File: config.mk
export PLATFORM = sky130hd
export DESIGN_NAME = addsub_issue_stage
export DESIGN_NICKNAME = d
export VERILOG_FILES = /design/src/rtl/addsub_pkg.sv /design/src/rtl/addsub32.sv /design/src/rtl/resp_fifo.sv /design/src/rtl/addsub_issue_stage.sv
export SDC_FILE = /design/constraint.sdc
export NUM_CORES = 1
export LEC_CHECK = 0
export CORE_ASPECT_RATIO = 1.4
export CORE_MARGIN = 5
export CORE_UTILIZATION = 26
export CTS_CLUSTER_DIAMETER = 150
export DETAILED_ROUTE_END_ITERATION = 10
export GPL_ROUTABILITY_DRIVEN = 1
export GPL_TIMING_DRIVEN = 0
export PLACE_DENSITY = 0.44
export SLEW_MARGIN = 25
export SYNTH_ARGS = -nofsm -noshare
export SYNTH_HDL_FRONTEND = slang
export SYNTH_SLANG_ARGS = --single-unit
File: constraint.sdc
create_clock -name clk -period 49.4 [get_ports clk]
set_input_delay 9.88 -clock clk [delete_from_list [all_inputs] [get_ports clk]]
set_output_delay 9.88 -clock clk [all_outputs]
set_load 0.02 [all_outputs]
File: src/rtl/addsub_pkg.sv
// Shared types and constants for the add/subtract issue stage.
package addsub_pkg;

    localparam int unsigned DATA_W = 32;

    typedef enum logic [1:0] {
        OP_ADD = 2'b00,
        OP_SUB = 2'b01,
        OP_ACC = 2'b10,
        OP_CLR = 2'b11
    } op_e;

    typedef struct packed {
        logic [DATA_W-1:0] ans;
        logic              cout;
        logic              v;
        logic              n;
        logic              z;
    } resp_t;

    // Response written for CLR regardless of adder output.
    localparam resp_t RESP_CLR = '{ans: '0, cout: 1'b0, v: 1'b0, n: 1'b0, z: 1'b1};

    function automatic resp_t make_resp(input logic [DATA_W-1:0] ans, input logic cout,
                                        input logic v);
        resp_t r;
        r.ans  = ans;
        r.cout = cout;
        r.v    = v;
        r.n    = ans[DATA_W-1];
        r.z    = (ans == '0);
        return r;
    endfunction

endpackage

File: src/rtl/addsub32.sv
// 32-bit ripple-carry adder/subtractor; v is the carry into the MSB xor carry out.
module addsub32
    import addsub_pkg::*;
(
    input  logic [DATA_W-1:0] a,
    input  logic [DATA_W-1:0] b,
    input  logic              sub,
    output logic [DATA_W-1:0] ans,
    output logic              cout,
    output logic              v
);

    logic [DATA_W:0]   c;
    logic [DATA_W-1:0] bx;

    // Ripple chain; subtraction is a + ~b + 1 with the +1 as carry-in.
    always_comb begin
        bx   = b ^ {DATA_W{sub}};
        c    = '0;
        c[0] = sub;
        ans  = '0;
        for (int i = 0; i < DATA_W; i++) begin
            ans[i]  = a[i] ^ bx[i] ^ c[i];
            c[i+1]  = (a[i] & bx[i]) | (c[i] & (a[i] ^ bx[i]));
        end
    end

    assign cout = c[DATA_W];
    assign v    = c[DATA_W-1] ^ c[DATA_W];

endmodule

File: src/rtl/resp_fifo.sv
// DEPTH-entry shift-register FIFO of responses; the head always sits in mem_q[0].
module resp_fifo
    import addsub_pkg::*;
#(
    parameter int unsigned DEPTH = 2
) (
    input  logic  clk,
    input  logic  rst_n,
    input  logic  push,
    input  resp_t wdata,
    input  logic  pop,
    output resp_t rdata,
    output logic  full,
    output logic  empty
);

    localparam int unsigned CW = $clog2(DEPTH + 1);

    resp_t          mem_q [DEPTH];
    resp_t          mem_d [DEPTH];
    logic  [CW-1:0] count_q, count_d, wr_idx;

    assign full  = (count_q == CW'(DEPTH));
    assign empty = (count_q == '0);
    assign rdata = mem_q[0];

    // Shift on pop, then write the new entry just behind the last valid one.
    always_comb begin
        mem_d   = mem_q;
        wr_idx  = count_q - CW'(pop);
        count_d = count_q + CW'(push) - CW'(pop);
        if (pop) begin
            for (int i = 0; i < int'(DEPTH) - 1; i++) begin
                mem_d[i] = mem_q[i+1];
            end
            mem_d[DEPTH-1] = '0;
        end
        if (push) begin
            for (int i = 0; i < int'(DEPTH); i++) begin
                if (CW'(i) == wr_idx) begin
                    mem_d[i] = wdata;
                end
            end
        end
    end

    // Storage and occupancy registers.
    always_ff @(posedge clk) begin
        if (!rst_n) begin
            count_q <= '0;
            mem_q   <= '{default: '0};
        end else begin
            count_q <= count_d;
            mem_q   <= mem_d;
        end
    end

endmodule

File: src/rtl/addsub_issue_stage.sv
// Request/response stage around addsub32 with accumulator and in-order response FIFO.
// Optional feature macro: ADDSUB_STICKY_OVF_EN adds the ovf_sticky output.
module addsub_issue_stage
    import addsub_pkg::*;
#(
    parameter int unsigned DEPTH = 2
) (
    input  logic              clk,
    input  logic              rst_n,
    input  logic              in_valid,
    output logic              in_ready,
    input  logic [1:0]        in_op,
    input  logic [DATA_W-1:0] in_a,
    input  logic [DATA_W-1:0] in_b,
    output logic              out_valid,
    input  logic              out_ready,
    output logic [DATA_W-1:0] out_ans,
    output logic              out_cout,
    output logic              out_v,
    output logic              out_n,
    output logic              out_z,
`ifdef ADDSUB_STICKY_OVF_EN
    output logic              ovf_sticky,
`endif
    output logic [DATA_W-1:0] acc
);

    logic              s1_v_q;
    op_e               s1_op_q;
    logic [DATA_W-1:0] s1_a_q, s1_b_q, acc_q;
    logic [DATA_W-1:0] add_a, add_ans;
    logic              add_sub, add_cout, add_v;
    logic              push, pop, accept, fifo_full, fifo_empty;
    resp_t             res, head;

    // Adder operand selection and response formatting for the op held in S1.
    always_comb begin
        add_a   = (s1_op_q == OP_ACC) ? acc_q : s1_a_q;
        add_sub = (s1_op_q == OP_SUB);
        res     = (s1_op_q == OP_CLR) ? RESP_CLR : make_resp(add_ans, add_cout, add_v);
    end

    addsub32 u_addsub32 (
        .a    (add_a),
        .b    (s1_b_q),
        .sub  (add_sub),
        .ans  (add_ans),
        .cout (add_cout),
        .v    (add_v)
    );

    // Handshake: a pop frees a slot for a push in the same cycle, which frees S1.
    always_comb begin
        pop      = !fifo_empty && out_ready;
        push     = s1_v_q && (!fifo_full || pop);
        in_ready = rst_n && (!s1_v_q || push);
        accept   = in_valid && in_ready;
    end

    // S1 request register.
    always_ff @(posedge clk) begin
        if (!rst_n) begin
            s1_v_q  <= 1'b0;
            s1_op_q <= OP_ADD;
            s1_a_q  <= '0;
            s1_b_q  <= '0;
        end else if (accept) begin
            s1_v_q  <= 1'b1;
            s1_op_q <= op_e'(in_op);
            s1_a_q  <= in_a;
            s1_b_q  <= in_b;
        end else if (push) begin
            s1_v_q  <= 1'b0;
        end
    end

    // Accumulator updates when its ACC/CLR leaves S1, so a following ACC sees it directly.
    always_ff @(posedge clk) begin
        if (!rst_n) begin
            acc_q <= '0;
        end else if (push && s1_op_q == OP_ACC) begin
            acc_q <= add_ans;
        end else if (push && s1_op_q == OP_CLR) begin
            acc_q <= '0;
        end
    end

    resp_fifo #(
        .DEPTH (DEPTH)
    ) u_resp_fifo (
        .clk   (clk),
        .rst_n (rst_n),
        .push  (push),
        .wdata (res),
        .pop   (pop),
        .rdata (head),
        .full  (fifo_full),
        .empty (fifo_empty)
    );

    assign out_valid = !fifo_empty;
    assign out_ans   = head.ans;
    assign out_cout  = head.cout;
    assign out_v     = head.v;
    assign out_n     = head.n;
    assign out_z     = head.z;
    assign acc       = acc_q;

`ifdef ADDSUB_STICKY_OVF_EN
    logic sticky_q;

    // Sticky overflow: set by any pushed V, cleared by a pushed CLR.
    always_ff @(posedge clk) begin
        if (!rst_n) begin
            sticky_q <= 1'b0;
        end else if (push) begin
            if (s1_op_q == OP_CLR) begin
                sticky_q <= 1'b0;
            end else if (res.v) begin
                sticky_q <= 1'b1;
            end
        end
    end

    assign ovf_sticky = sticky_q;
`else
    // No sticky overflow flag in this build.
`endif

endmodule
==> flow_summary.ini <==
[grt]
grt-ovfl-total = 0
antenna_found_initial = 0
grt_pass1_wl_mm = 44.4
grt_max_degree = 17
track_usage_pct = 15.7
grt_pass1_vias = 7633

[timing]
hold_viol_final = 0
timing.final.crit_period_ps = 21830
slew_headroom_pct = 43.6
slew_violations = 0
fin_crit_sh_pct = 44.2
fin_skew_ps = 7.91
worst_pin_slew_ps = 846
tns_ps = 0
fmax_mhz = 45.8
rsz0062_at_grt = no
setup_viol = 0

[pwr]
p_per_area_nw_per_um2 = 41.5
seqPwrFrac_pct = 35.1
peakVddDrop_v = 0.0000216
switching_share_pct = 33.3
power_frac_comb_pct = 33.5
p_int_uw = 313
power.leakage_nw = 4.31
p_sw_uw = 156
clockPowerShare_pct = 31.4

[logic_synthesis]
yosysSeqAreaShare_pct = 39.8
async_flop_share_pct = 0
syn_nets = 1111
syn_area_sq_um = 8710
ys_ff_latch = 173
ys.warnings.count = 0
synth.avg_cell_area_sq_um = 8.64
synth_cell_types = 49
ys.flop_type = dfxtp_1
synth-edff-count = 0
syn_inst = 1008

[detailed_routing]
first_iter_violations = 320
ant_nets = 0
drc = 0
drt-vias-per-instance = 4.37
wl_per_cell_um = 17.6
num_vias = 7092
drt_pass1_iterations = 4
drt_wl_total_mm = 28.6

[clock_tree]
cts_tree = done
clockRootBuffer = clkbuf_16
cts_num_sinks = 173
cts_setup_buffers = 0
cts_max_path_buffers = 2
numCtsBuffers = 17
htreeDepth = 4
clk_pin_slew_ps = 60
clock_latency_ps = 430
cts_resized = 0
postCtsHoldBufs = 0

[min_path]
hold_class = register to register
holdPathEnd = s1_a_q[24]
whs_path_depth = 2
min_from = s1_a_q[24]

[worst_setup_path]
crit_path_frequent_cell = clkdlybuf4s50_1
worstPathCellList = clkdlybuf4s50_1, inv_2, clkbuf_1, a31oi_1, clkdlybuf4s50_1
slowest_stage = clkdlybuf4s50_1
cp-end-kind = primary output
critical_path.max_stage_delay_ps = 670
reg2reg_from = s1_op_q[1]
reg2reg_to = u_resp_fifo.mem_q[0]
start_kind = input pin
crit_buf_inv = 4
cp.required_ps = 39520
arrival_ps = 11950
critPathTopFamily = buffers and inverters
reg2regPathDepth = 40
worstSetupPathType = input pin to primary output
path_max_fanout = 10
r2r_slack_ps = 32310

[die]
rows = 79
dieArea_sq_um = 37300
die_h_um = 227
start_util_pct = 26.2
core_sq_um = 33200
die_w_um = 165
num_io_pins = 140

[finish]
num-fill-cells = 3556
fin_area_sq_um = 11300
postLayoutCoreUtil_pct = 34.0
area_growth_pct = 29.7
antenna_cells = 0
drive_gt1_share_pct = 13.3
nets = 1269

[placement]
io_buffers = 139
gp_congestion = 0.819
dpl.hpwl_mm = 22.5
post_dp_cell_area_sq_um = 10700

[run]
max_cap_viol_count = 0

[status]
status = finished, final reports clean
-- registers in the layout, indices dropped and copies added, names as in the netlist --
signal               cells
s1_v_q                   1
s1_op_q                  2
acc                     32
u_resp_fifo.mem_q       36
s1_a_q                  32
u_resp_fifo.rdata       36
u_resp_fifo.count_q      2
s1_b_q                  32
-- metrics by stage --
stage / instances / worst slack, ps / hold slack, ps / power (mW)
finish: 1624 / 27570 / 452 / 0.469
global route: 1624 / 27500 / 474 / 0.496
global placement: 1592 / 27540 / 436 / 0.327
CTS: 1624 / 27560 / 450 / 0.476
detailed placement: 1592 / 27560 / 442 / 0.328
floorplan: 1008 / 28990 / 426 / 0.268
-- worst max path at each step --
stage | from | end | slack, ps | cells past startpoint
floorplan | rst_n | in_ready | 28990 | 3
global placement | rst_n | in_ready | 27540 | 5
detailed placement | rst_n | in_ready | 27560 | 5
CTS | rst_n | in_ready | 27560 | 5
global route | rst_n | in_ready | 27500 | 5
finish | rst_n | in_ready | 27570 | 5
-- power by group through the flow --
stage / logic [mW] / registers (mW) / clock network, mW
3_3_place_gp: 0.159 / 0.168 / 0
6_report: 0.157 / 0.165 / 0.147
3_5_place_dp: 0.160 / 0.168 / 0
4_1_cts: 0.160 / 0.165 / 0.151
5_1_grt: 0.173 / 0.167 / 0.156
2_1_floorplan: 0.101 / 0.166 / 0
-- worst register-to-register path: cells and delay by family (launching register included) --
family                     cells  cell delay, ps
and+or+nand+nor                4             750
DFF                            1             300
AOI/OAI and AO/OA              1             240
muxes                          1             390
buffers and inverters          3             710
adders and majority gates     31           14620
-- cells by family (layout without fill, tap and decap cells) --
group           count (synthesis)  in the layout  synth area share (%)
buf+inv                       119            290                  8.45
xor+xnor                       34             34                  3.42
flops                         173            173                  39.8
compound gates                185            185                  13.9
mux                            34             34                  4.38
simple gates                  430            430                  22.7
fa+ha+maj                      33             33                  7.41
-- synthesized netlist by cell type (23+ instances only) --
master | instances | area share, %
a211oi_1 | 28 | 2.4
a21oi_1 | 37 | 2.1
and3_1 | 68 | 4.9
buf_2 | 23 | 1.3
buf_4 | 37 | 3.2
clkbuf_1 | 36 | 1.6
dfxtp_1 | 173 | 40
fa_1 | 31 | 7.1
mux2_2 | 33 | 4.3
nand2_1 | 268 | 12
nand3b_1 | 31 | 2.7
nor2_1 | 33 | 1.4
o21a_1 | 33 | 2.8
o21ai_0 | 57 | 3.3
xnor2_1 | 32 | 3.2
-- layout by cell type, fill, tap and decap left out, types with 32 or more instances in the layout --
cell type,n
nand2_1,268
dfxtp_1,173
clkdlybuf4s50_1,139
and3_1,68
o21ai_0,57
clkbuf_1,37
buf_4,37
a21oi_1,37
mux2_2,33
nor2_1,33
o21a_1,33
xnor2_1,32
-- metal layers --
| metal | wire [um] | up-vias | global-route usage, % |
|---|---|---|---|
| li1 | - | 3655 | - |
| met4 | 398 | 0 | 4.81 |
| met3 | 919 | 20 | 2.62 |
| met1 | 12100 | 3295 | 18.8 |
| met2 | 15200 | 122 | 28.4 |
| met5 | 0 | - | 0 |
-- area by class of cell --
class / count / area (sq um) / area share [%]
clock buffer: 21 / 470 / 4.17
inverter: 6 / 22.5 / 0.199
sequential: 173 / 3460 / 30.7
tap: 445 / 557 / 4.93
timing repair buffer: 139 / 1390 / 12.3
clock inverter: 11 / 164 / 1.45
buffer: 113 / 713 / 6.32
multi-input combinational: 716 / 4510 / 39.9
(Power assumes the default switching activity.)
==> edit 1: new RTL, same flow settings <==
Set the package constant `DATA_W` to 48 (it was 32).
--- a/src/rtl/addsub_pkg.sv
+++ b/src/rtl/addsub_pkg.sv
@@ -2,5 +2,5 @@
 package addsub_pkg;
 
-    localparam int unsigned DATA_W = 32;
+    localparam int unsigned DATA_W = 48;
 
     typedef enum logic [1:0] {
Interface: changed (resized acc, in_a, in_b and out_ans); port bits go from 140 to 204. No check against the original RTL was run, so the function may have changed too.
==> edit 1 against the unedited design <==
- design area up 41%
- worst setup slack got worse by 3.0 ns
- register-to-register slack lost 7.7 ns
- total power increased by 46%
- wire length up 53%
- area after synthesis grew 40%
- global-route usage is 0.88 points higher
- critical path depth is 49 higher
- final cell count up 41%
- fmax decreased by 12%
- sequential cell count is 80 higher
- critical path type is now reg2reg
- largest cell class unchanged
- largest power group unchanged
==> edit 1: results <==
metrics = {
    "worst_setup_path": {
        "cpPeakStageDelay_ns": 0.61,
        "reg2reg_depth": 54,
        "reg2reg_to": "u_resp_fifo.rdata[0]$_SDFF_PN0_",
    },
    "pwr": {
        "pwr-share-clk_pct": 31.7,
        "net-switching-power_uw": 232,
        "power.leakage_uw": 0.00607,
        "peakVddDrop_v": 0.0000253,
        "comb_power_share_pct": 32.8,
    },
    "outcome": {
        "status": "completed",
    },
    "sta": {
        "slew_headroom_pct": 34.2,
        "clock_skew_ns": 0.00899,
        "worst_hold_slack_ns": 0.453,
    },
    "route": {
        "avgViaCountPerCell": 4.58,
        "drt_wl_total_um": 43700,
        "first_pass_iters": 5,
        "wl_met3_um": 2050,
        "wl_met2_um": 22400,
    },
    "grt": {
        "grtUsageMet1_pct": 20.0,
        "gr-usage-met3_pct": 2.61,
        "grt_pass1_wl_um": 65300,
        "first_global_vias": 10800,
    },
    "clocking": {
        "clkLatencyLatePin_ns": 0.55,
        "cts_max_level": 1,
    },
    "cells_and_area": {
        "n_fill_cell": 4950,
    },
    "place": {
        "place_area_um2": 15000,
    },
}
==> edit 1: changes by cell type after synthesis, moves of 20 or more <==
| cell | delta |
|---|---|
| o21a_1 | -33 |
| nand3b_1 | -31 |
| a211oi_1 | -28 |
| nor3b_1 | +47 |
| a311oi_2 | +20 |
| clkbuf_1 | +37 |
| dfxtp_1 | +80 |
| and3_1 | -65 |
| o21ai_0 | -55 |
| nand3_1 | +195 |
| a311oi_1 | +29 |
| nand2_1 | +38 |
| a21oi_1 | +112 |
==> edit 1: critical path, delay by kind of cell (launching register included) <==
family	cells	cell delay [ns]
flops	1	0.45
compound gates	1	0.17
simple gates	4	0.90
mux	1	0.42
buf+inv	1	0.60
fa+ha+maj	47	22.22
==> edit 1: worst max-delay path by stage <==
stage               slack (ns)                              end  cells after the start
floorplan                26.00  u_resp_fifo.mem_q[0]$_SDFF_PN0_                     55
global placement         24.42  u_resp_fifo.rdata[0]$_SDFF_PN0_                     55
detailed placement       24.32  u_resp_fifo.mem_q[0]$_SDFF_PN0_                     55
CTS                      24.29  u_resp_fifo.rdata[0]$_SDFF_PN0_                     55
global route             23.53  u_resp_fifo.rdata[0]$_SDFF_PN0_                     54
finish                   24.57  u_resp_fifo.rdata[0]$_SDFF_PN0_                     54
==> edit 1: cell type report <==
type	count	area (um^2)	share of cell area (%)
tap	624	781	4.90
multi-input combinational	991	6220	39.0
buffer	170	893	5.60
clock buffer	34	752	4.72
timing repair buffer	203	2030	12.7
inverter	4	15.0	0.0941
clock inverter	15	186	1.17
sequential	253	5060	31.8
==> edit 1: stage by stage <==
step,power (uW),cells
2_1_floorplan,384,1418
3_3_place_gp,474,2245
3_5_place_dp,476,2245
4_1_cts,694,2294
5_1_grt,721,2294
6_report,684,2294
==> edit 2: new RTL, config.mk and constraints unchanged <==
Without the edit above. Build with the macro `ADDSUB_STICKY_OVF_EN` defined.
--- a/src/rtl/addsub_issue_stage.sv
+++ b/src/rtl/addsub_issue_stage.sv
@@ -1,4 +1,6 @@
 // Request/response stage around addsub32 with accumulator and in-order response FIFO.
 // Optional feature macro: ADDSUB_STICKY_OVF_EN adds the ovf_sticky output.
+`define ADDSUB_STICKY_OVF_EN
+
 module addsub_issue_stage
     import addsub_pkg::*;
Function (old outputs only; new: ovf_sticky): kept (Yosys induction, for registers that start in step).
==> edit 2 against the unedited design <==
- total power decreased by 1.6%
- critical path depth is 1 higher
- wire length is 1.6% lower
- design area decreased by 1.5%
- worst setup slack lost 0.50 ns
- sequential cell count increased by 1
- synthesized cell count is 0.30% higher
- sequential share of layout area rose by 0.63 points
- combinational power is 3% lower
- area after synthesis decreased by 1.8%
- largest cell class unchanged
==> edit 2: results <==
metrics = {
    "synthesis": {
        "synth_common_cells": "269 x nand2_1, 174 x dfxtp_1, 64 x and3_1",
        "ys_seq_area_share_pct": 40.7,
        "syn_inst": 1011,
        "syn_nets": 1114,
        "synth.top_cells.by_area": "dfxtp_1 41%, nand2_1 12%, fa_1 7.3%",
    },
    "worst_hold_path": {
        "worstHoldEndpoint": "s1_a_q[3]$_SDFFE_PN0P_",
        "min-delay-start": "s1_a_q[3]$_SDFFE_PN0P_",
    },
    "worst_setup_path": {
        "cpPeakStageDelay_ns": 0.59,
        "worstPathArrival_ns": 12.45,
        "r2r_setup_slack_ns": 31.77,
    },
    "place": {
        "preCtsSetupSlack_ns": 27.06,
        "gp_congestion": 0.808,
        "io_buffers": 140,
        "place_area_um2": 10500,
    },
    "route": {
        "post_drt_wl_per_cell_um": 17.4,
        "first_pass_iters": 5,
        "wl_met2_um": 14200,
        "route.layer.met1.wl_um": 12100,
        "avgViaCountPerCell": 4.46,
        "wl_met3_um": 1020,
    },
    "grt": {
        "met2_usage_pct": 27.3,
        "grt_use_total_pct": 15.4,
        "first_global_vias": 7652,
        "grtUsageMet1_pct": 18.4,
        "gr-usage-met3_pct": 2.91,
    },
    "sta": {
        "clock_skew_ns": 0.00924,
        "worst_slew_pin_slew_ns": 0.837,
        "finalCritPeriodShare_pct": 45.2,
        "worst_hold_slack_ns": 0.448,
    },
    "pwr": {
        "peakVddDrop_v": 0.0000250,
        "swShare_pct": 33.7,
    },
    "cells_and_area": {
        "n_fill_cell": 3408,
    },
    "outcome": {
        "status": "completed",
    },
}
==> edit 2: cell count changes after synthesis, sizes merged, moves of 2 or more <==
| cell | before | now |
|---|---|---|
| nor2 | 35 | 37 |
| a31oi | 2 | 4 |
| o31ai | 1 | 4 |
| buf | 76 | 67 |
| nand4 | 1 | 3 |
| a221o | 2 | 0 |
| and4 | 2 | 0 |
| and3 | 68 | 64 |
| nand3 | 6 | 8 |
| clkbuf | 37 | 46 |
| xnor2 | 32 | 34 |
==> edit 2: worst register-to-register path, delay by kind of cell (launching register included) <==
family	cells	cell delay [ns]
multiplexers	1	0.39
flip-flops	1	0.31
adder cells (fa/ha/maj)	31	14.63
AO/OA/AOI/OAI	2	0.46
buffers and inverters	3	0.98
AND/OR/NAND/NOR	3	0.75
==> edit 2: area by class of cell <==
class | instances | area, um^2 | share of cell area, %
Inverter | 7 | 26.3 | 0.236
Timing Repair Buffer | 140 | 1400 | 12.6
Multi-Input combinational cell | 717 | 4440 | 39.9
Sequential cell | 174 | 3480 | 31.3
Tap cell | 440 | 551 | 4.95
Clock inverter | 13 | 190 | 1.71
Buffer | 113 | 611 | 5.49
Clock buffer | 18 | 429 | 3.86
==> edit 2: power groups by stage <==
stage               clock network (uW)  registers [uW]  logic (uW)
finish                             145             165         152
global route                       154             167         167
CTS                                149             165         155
detailed placement                   0             168         155
global placement                     0             168         154
floorplan                            0             167        96.1
==> edit 2: cell families (layout without fill, tap and decap cells) <==
family	count (synthesis)	after routing	share of synthesized area [%]
AND/OR/NAND/NOR	429	429	22.8
multiplexers	33	33	4.33
XOR/XNOR	36	36	3.69
adder cells (fa/ha/maj)	33	33	7.55
buffers and inverters	120	291	7.44
AO/OA/AOI/OAI	186	186	13.5
flip-flops	174	174	40.7
